`config.mk`:
```
export PLATFORM = sky130hd
export DESIGN_NAME = input_vc_unit
export DESIGN_NICKNAME = d
export VERILOG_FILES = /design/src/rtl/noc_params.sv /design/src/rtl/circular_buffer.sv /design/src/rtl/input_vc_unit.sv
export SDC_FILE = /design/constraint.sdc
export NUM_CORES = 1
export LEC_CHECK = 0
export ABC_AREA = 1
export BUFFER_PORTS_ARGS = -buffer_cell sky130_fd_sc_hd__buf_2
export CAP_MARGIN = 0
export CORE_MARGIN = 5
export CORE_UTILIZATION = 49
export DETAILED_ROUTE_END_ITERATION = 10
export HOLD_SLACK_MARGIN = 0.12
export PLACE_DENSITY_LB_ADDON = 0.2
export SLEW_MARGIN = 5
export SYNTH_ARGS = -nofsm -noshare
export SYNTH_HDL_FRONTEND = slang
export SYNTH_HIERARCHICAL = 1
export SYNTH_SLANG_ARGS = --single-unit
```
`constraint.sdc`:
```
create_clock -name clk -period 3.29 [get_ports clk]
set_input_delay 0 -clock clk [delete_from_list [all_inputs] [get_ports clk]]
set_output_delay 0 -clock clk [all_outputs]
set_load 0.02 [all_outputs]
```
`src/rtl/noc_params.sv`:
```
// Shared NoC parameters and flit/VC types used by the router input stage.
package noc_params;

    localparam int VC_NUM       = 2;
    localparam int VC_SIZE      = (VC_NUM > 1) ? $clog2(VC_NUM) : 1;
    localparam int PORT_NUM     = 5;
    localparam int PORT_SIZE    = $clog2(PORT_NUM);
    localparam int BUFFER_SIZE  = 8;
    localparam int PAYLOAD_SIZE = 16;

    typedef enum logic [1:0] {HEAD, BODY, TAIL, HEADTAIL} flit_label_t;
    typedef enum logic [1:0] {IDLE, VA, ACTIVE} vc_state_t;

    typedef struct packed {
        flit_label_t             label;
        logic [VC_SIZE-1:0]      vc_id;
        logic [PORT_SIZE-1:0]    next_hop_port;
        logic [PAYLOAD_SIZE-1:0] payload;
    } flit_t;

    function automatic logic is_head(input flit_label_t label);
        return (label == HEAD) || (label == HEADTAIL);
    endfunction

    function automatic logic is_tail(input flit_label_t label);
        return (label == TAIL) || (label == HEADTAIL);
    endfunction

endpackage

```
`src/rtl/circular_buffer.sv`:
```
// Single-clock flit FIFO for one virtual channel; head flit is readable combinationally.
module circular_buffer
    import noc_params::*;
#(
    parameter int DEPTH = BUFFER_SIZE
) (
    input  logic                     clk,
    input  logic                     rst,
    input  logic                     push,
    input  logic                     pop,
    input  flit_t                    data_i,
    output flit_t                    data_o,
    output logic                     empty,
    output logic                     full,
    output logic [$clog2(DEPTH):0]   free_count
);

    localparam int PTR_W = $clog2(DEPTH);

    flit_t              mem [DEPTH];
    logic [PTR_W-1:0]   rd_ptr;
    logic [PTR_W-1:0]   wr_ptr;
    logic [PTR_W:0]     count;
    logic               do_pop;
    logic               do_push;

    // A full buffer still accepts a write when the same edge frees a slot.
    assign do_pop     = pop && !empty;
    assign do_push    = push && (!full || do_pop);
    assign empty      = (count == '0);
    assign full       = (count == (PTR_W+1)'(DEPTH));
    assign free_count = (PTR_W+1)'(DEPTH) - count;
    assign data_o     = mem[rd_ptr];

    // NOTE: the storage array has no reset; pointers and count define validity, and a reset would cost a mux per bit.
    always_ff @(posedge clk) begin
        if (do_push) begin
            mem[wr_ptr] <= data_i;
        end
    end

    // NOTE: sequential state uses non-blocking assignments so every register samples pre-edge values.
    always_ff @(posedge clk or posedge rst) begin
        if (rst) begin
            rd_ptr <= '0;
            wr_ptr <= '0;
            count  <= '0;
        end else begin
            if (do_push) wr_ptr <= wr_ptr + 1'b1;
            if (do_pop)  rd_ptr <= rd_ptr + 1'b1;
            case ({do_push, do_pop})
                2'b10:   count <= count + 1'b1;
                2'b01:   count <= count - 1'b1;
                default: count <= count;
            endcase
        end
    end

endmodule

```
`src/rtl/input_vc_unit.sv`:
```
// Router input port: per-VC flit buffering, IDLE/VA/ACTIVE control and on/off flow control.
module input_vc_unit
    import noc_params::*;
#(
    parameter int VC_NUM      = noc_params::VC_NUM,
    parameter int BUFFER_SIZE = noc_params::BUFFER_SIZE,
    parameter int ON_OFF_RTT  = 3
) (
    input  logic                              clk,
    input  logic                              rst,
    input  flit_t                             data_i,
    input  logic                              valid_flit_i,
    output logic [VC_NUM-1:0]                 vc_request_o,
    input  logic [VC_NUM-1:0]                 vc_valid_i,
    input  logic [VC_NUM-1:0][VC_SIZE-1:0]    vc_new_i,
    output logic [VC_NUM-1:0]                 switch_request_o,
    output logic [VC_NUM-1:0][PORT_SIZE-1:0]  out_port_o,
    output logic [VC_NUM-1:0][VC_SIZE-1:0]    downstream_vc_o,
    input  logic [VC_SIZE-1:0]                vc_sel_i,
    input  logic                              valid_sel_i,
    output flit_t                             flit_o,
    output logic [VC_NUM-1:0]                 on_off_o,
    output logic                              error_o
);

    localparam int CNT_W = $clog2(BUFFER_SIZE) + 1;

    vc_state_t                          state      [VC_NUM];
    vc_state_t                          state_next [VC_NUM];
    flit_t                              head       [VC_NUM];
    logic [CNT_W-1:0]                   free_count [VC_NUM];
    logic [VC_NUM-1:0]                  empty;
    logic [VC_NUM-1:0]                  full;
    logic [VC_NUM-1:0]                  push;
    logic [VC_NUM-1:0]                  pop;
    logic [VC_NUM-1:0][PORT_SIZE-1:0]   out_port_next;
    logic [VC_NUM-1:0][VC_SIZE-1:0]     downstream_next;
    logic                               error_next;
    logic                               sel_ok;

    for (genvar v = 0; v < VC_NUM; v++) begin : g_vc
        circular_buffer #(.DEPTH(BUFFER_SIZE)) u_buf (
            .clk        (clk),
            .rst        (rst),
            .push       (push[v]),
            .pop        (pop[v]),
            .data_i     (data_i),
            .data_o     (head[v]),
            .empty      (empty[v]),
            .full       (full[v]),
            .free_count (free_count[v])
        );
    end

    // NOTE: every output of this block gets a default first so no path leaves a latch behind.
    always_comb begin
        state_next       = state;
        out_port_next    = out_port_o;
        downstream_next  = downstream_vc_o;
        error_next       = error_o;
        vc_request_o     = '0;
        switch_request_o = '0;
        push             = '0;
        pop              = '0;

        sel_ok = valid_sel_i && (state[vc_sel_i] == ACTIVE) && !empty[vc_sel_i];
        if (valid_sel_i && !sel_ok) error_next = 1'b1;

        if (valid_flit_i) begin
            push[data_i.vc_id] = 1'b1;
            if (full[data_i.vc_id] && !(sel_ok && (vc_sel_i == data_i.vc_id)))
                error_next = 1'b1;
        end

        for (int v = 0; v < VC_NUM; v++) begin
            pop[v] = sel_ok && (vc_sel_i == VC_SIZE'(v));
            case (state[v])
                IDLE: begin
                    // A stray non-head flit is left in place so the fault stays visible.
                    if (!empty[v]) begin
                        if (is_head(head[v].label)) begin
                            state_next[v]    = VA;
                            out_port_next[v] = head[v].next_hop_port;
                        end else begin
                            error_next = 1'b1;
                        end
                    end
                end
                VA: begin
                    vc_request_o[v] = 1'b1;
                    if (vc_valid_i[v]) begin
                        state_next[v]      = ACTIVE;
                        downstream_next[v] = vc_new_i[v];
                    end
                end
                ACTIVE: begin
                    switch_request_o[v] = !empty[v];
                    if (pop[v] && is_tail(head[v].label)) state_next[v] = IDLE;
                end
                default: state_next[v] = IDLE;
            endcase
        end
    end

    always_comb begin
        flit_o       = head[vc_sel_i];
        flit_o.vc_id = downstream_vc_o[vc_sel_i];
    end

    always_ff @(posedge clk or posedge rst) begin
        if (rst) begin
            for (int v = 0; v < VC_NUM; v++) state[v] <= IDLE;
            out_port_o      <= '0;
            downstream_vc_o <= '0;
            error_o         <= 1'b0;
            on_off_o        <= '1;
        end else begin
            state           <= state_next;
            out_port_o      <= out_port_next;
            downstream_vc_o <= downstream_next;
            error_o         <= error_next;
            for (int v = 0; v < VC_NUM; v++)
                on_off_o[v] <= (free_count[v] > CNT_W'(ON_OFF_RTT));
        end
    end

endmodule
```
==> results_dict.tcl <==
set metrics [dict create \
    maxSlewHeadroom_pct 57.59 \
    layout_min_cycle_time_ps 2963 \
    place_ws_ps 339.7 \
    syn_avg_cell_area_um2 9.461 \
    vias 11150 \
    die-area_um2 38260 \
    post_cts_resized 0 \
    irDropWorstVdd_mv 0.4549 \
    cpMostUsedCell "nand2_1" \
    min_path_type "input port to async pin" \
    grt_pass1_vias 10660 \
    crit_required_ps 3700 \
    route.detailed.drc 0 \
    setup_tns_ps 0 \
    worst_path_max_delay_cell "dfrtp_1" \
    core-area_um2 34290 \
    critPathLaunchType "register" \
    ant_nets 0 \
    dp_hpwl_um 22440 \
    finalCritPeriodShare_pct 90.06 \
    clk_latency_ps 530 \
    worst_pin_slew_ps 636.2 \
    fin_ws_ps 327.0 \
    gp_congestion 0.8378 \
    routed_wl_um 35570 \
    path_buf_inv 4 \
    avgViaCountPerCell 4.699 \
    slew_viol_final 0 \
    overflow 0 \
    max-cap-violations 0 \
    cpLargestDelayFamily "simple AND/OR/NAND/NOR gates" \
    cts_tree "yes" \
    rrSetupSlack_ps 330 \
    drive_above_1_share_pct 10.28 \
    drtIter0Drc 639 \
    cts_buffers 40 \
    critPathMaxStageDelay_ps 400 \
    grt_pass1_wl_um 56580 \
    grt_max_degree 66 \
    end_kind "register" \
    path_class "register to register" \
    status "complete, no violations" \
    mappedNetlistArea_um2 16880 \
    crit-reg2reg-launch "g_vc[0].u_buf/count[0]" \
    wl_per_cell_um 14.99 \
    cts-htree-levels 2 \
    fmax_ghz 0.3375 \
    synthCells 1784 \
    io_buffer_count 67 \
    clockBufferDepth 3 \
    post-cts-setup-buffers 0 \
    antenna_found_initial 0 \
    worstReg2RegEnd "g_vc[0].u_buf/count[3]" \
    syn_nets 1833 \
    dieHeight_um 195.6 \
    cts.sinks 371 \
    ctsHoldBuffers 33 \
    worst_clock_skew_ps 18.81 \
    ys_warn_count 6 \
    crit_path_cell_trace "inv_1 > ha_1 > nand2_1 > nor2_1 > inv_1 > nand3_1 > nand2_1 > nand2_1 > nor2_1 > nand2_1 > inv_1 > inv_1 > nand4_1 > nand2_1 > ha_1 > ha_1 > or2_2 > nand2_1 > nand2_1 > nand3_1 > nand2_1" \
    first_pass_iters 5 \
    power_density_nw_per_um2 848.6 \
    grt_use_total_pct 18.61 \
    clkTransAtPathRegs_ps 60 \
    rsz0062_at_grt "false" \
    r2r_cells 21 \
    worstPathArrival_ps 3370 \
    io_pins 68 \
    setup_viol 0 \
    row_count 68 \
    die_w_um 195.6 \
    cts_root_buffer "clkbuf_16" \
    critPathMaxFanout 4 \
    start_util_pct 49.23 \
    hold_viol 0 \
    leakagePower_nw 8.548 \
    nNetsFinal 1938 \
    syn_to_final_growth_pct 14.08 \
]
[cells in the final DEF (no fill, tap or decap), types with 2 or more instances in the layout]
cell type and n:
nor2_2 13, nand2_1 669, nor3_2 8, clkinv_1 5
nand3_1 15, nand4_1 2, dfrtp_4 2, buf_2 67
fa_1 2, xnor2_1 6, or2_2 4, dfstp_2 2
edfxtp_1 336, clkinv_2 7, bufinv_16 4, dfrtp_1 31
ha_1 16, dlygate4sd3_1 33, inv_2 2, nor2_1 349
xor2_1 7, inv_6 2, o31ai_1 2, clkbuf_16 41
a21oi_1 3, buf_4 36, o21ai_0 17, mux2_4 4
clkbuf_1 11, inv_1 213
[worst min-delay path, delay by kind of cell]
kind | cells | cell delay, ps
buffers and inverters | 3 | 1100
[final cells by class]
| cell class | instances | area [um2] |
|---|---|---|
| Tap cell | 455 | 569.3 |
| Clock inverter | 18 | 191.4 |
| Fill cell | 3025 | 15030 |
| Antenna cell | 1 | 2.502 |
| Timing Repair Buffer | 136 | 935.9 |
| Sequential cell | 371 | 10980 |
| Multi-Input combinational cell | 1125 | 4707 |
| Clock buffer | 52 | 1067 |
| Inverter | 215 | 807.0 |
[flip-flops by register name, indices dropped and copies added (netlist names), 2 cells and up]
signal	flops
downstream_vc_o	2
g_vc.u_buf/count	8
g_vc.u_buf/mem	336
g_vc.u_buf/rd_ptr	6
g_vc.u_buf/wr_ptr	6
on_off_o	2
out_port_o	6
state	4
[worst max-delay path by stage]
| stage | from | endpoint | slack [ps] | cells past startpoint |
|---|---|---|---|---|
| 2_1_floorplan | g_vc[1].u_buf/count[0] | g_vc[1].u_buf/mem[5][0] | -280 | 11 |
| 3_3_place_gp | g_vc[0].u_buf/count[0] | g_vc[0].u_buf/count[3] | 320 | 21 |
| 3_5_place_dp | g_vc[0].u_buf/count[0] | g_vc[1].u_buf/count[3] | 340 | 19 |
| 4_1_cts | g_vc[0].u_buf/count[1] | g_vc[1].u_buf/count[3] | 320 | 19 |
| 5_1_grt | g_vc[0].u_buf/count[0] | g_vc[0].u_buf/count[3] | 30 | 21 |
| 6_report | g_vc[0].u_buf/count[0] | g_vc[0].u_buf/count[3] | 330 | 21 |
[per-layer routing]
metal,global-route usage (%),part of all wire (%)
met1,26.14,45
met2,31.03,47
met3,2.329,5.1
met4,4.810,2.3
met5,0,0
[metrics by stage]
step	util [%]	hold WS, ps	power (mW)	cell area [um2]	instances
3_5_place_dp	51.52	51.72	12.08	17660	2269
4_1_cts	56.15	125.4	16.50	19250	2372
5_1_grt	56.15	176.9	17.52	19250	2372
6_report	56.16	119.7	16.34	19260	2373
2_1_floorplan	-	-159.8	10.54	16880	1784
3_3_place_gp	51.52	49.83	12.02	17660	2269
[report_power, final]
part | total (mW) | switching (mW) | internal, mW
logic | 5.95 | 4.02 | 1.93
clock network | 4.34 | 1.74 | 2.60
registers | 6.06 | 0.412 | 5.65
total | 16.3 | 6.17 | 10.2
No activity file was read; power rests on OpenSTA's default activity.
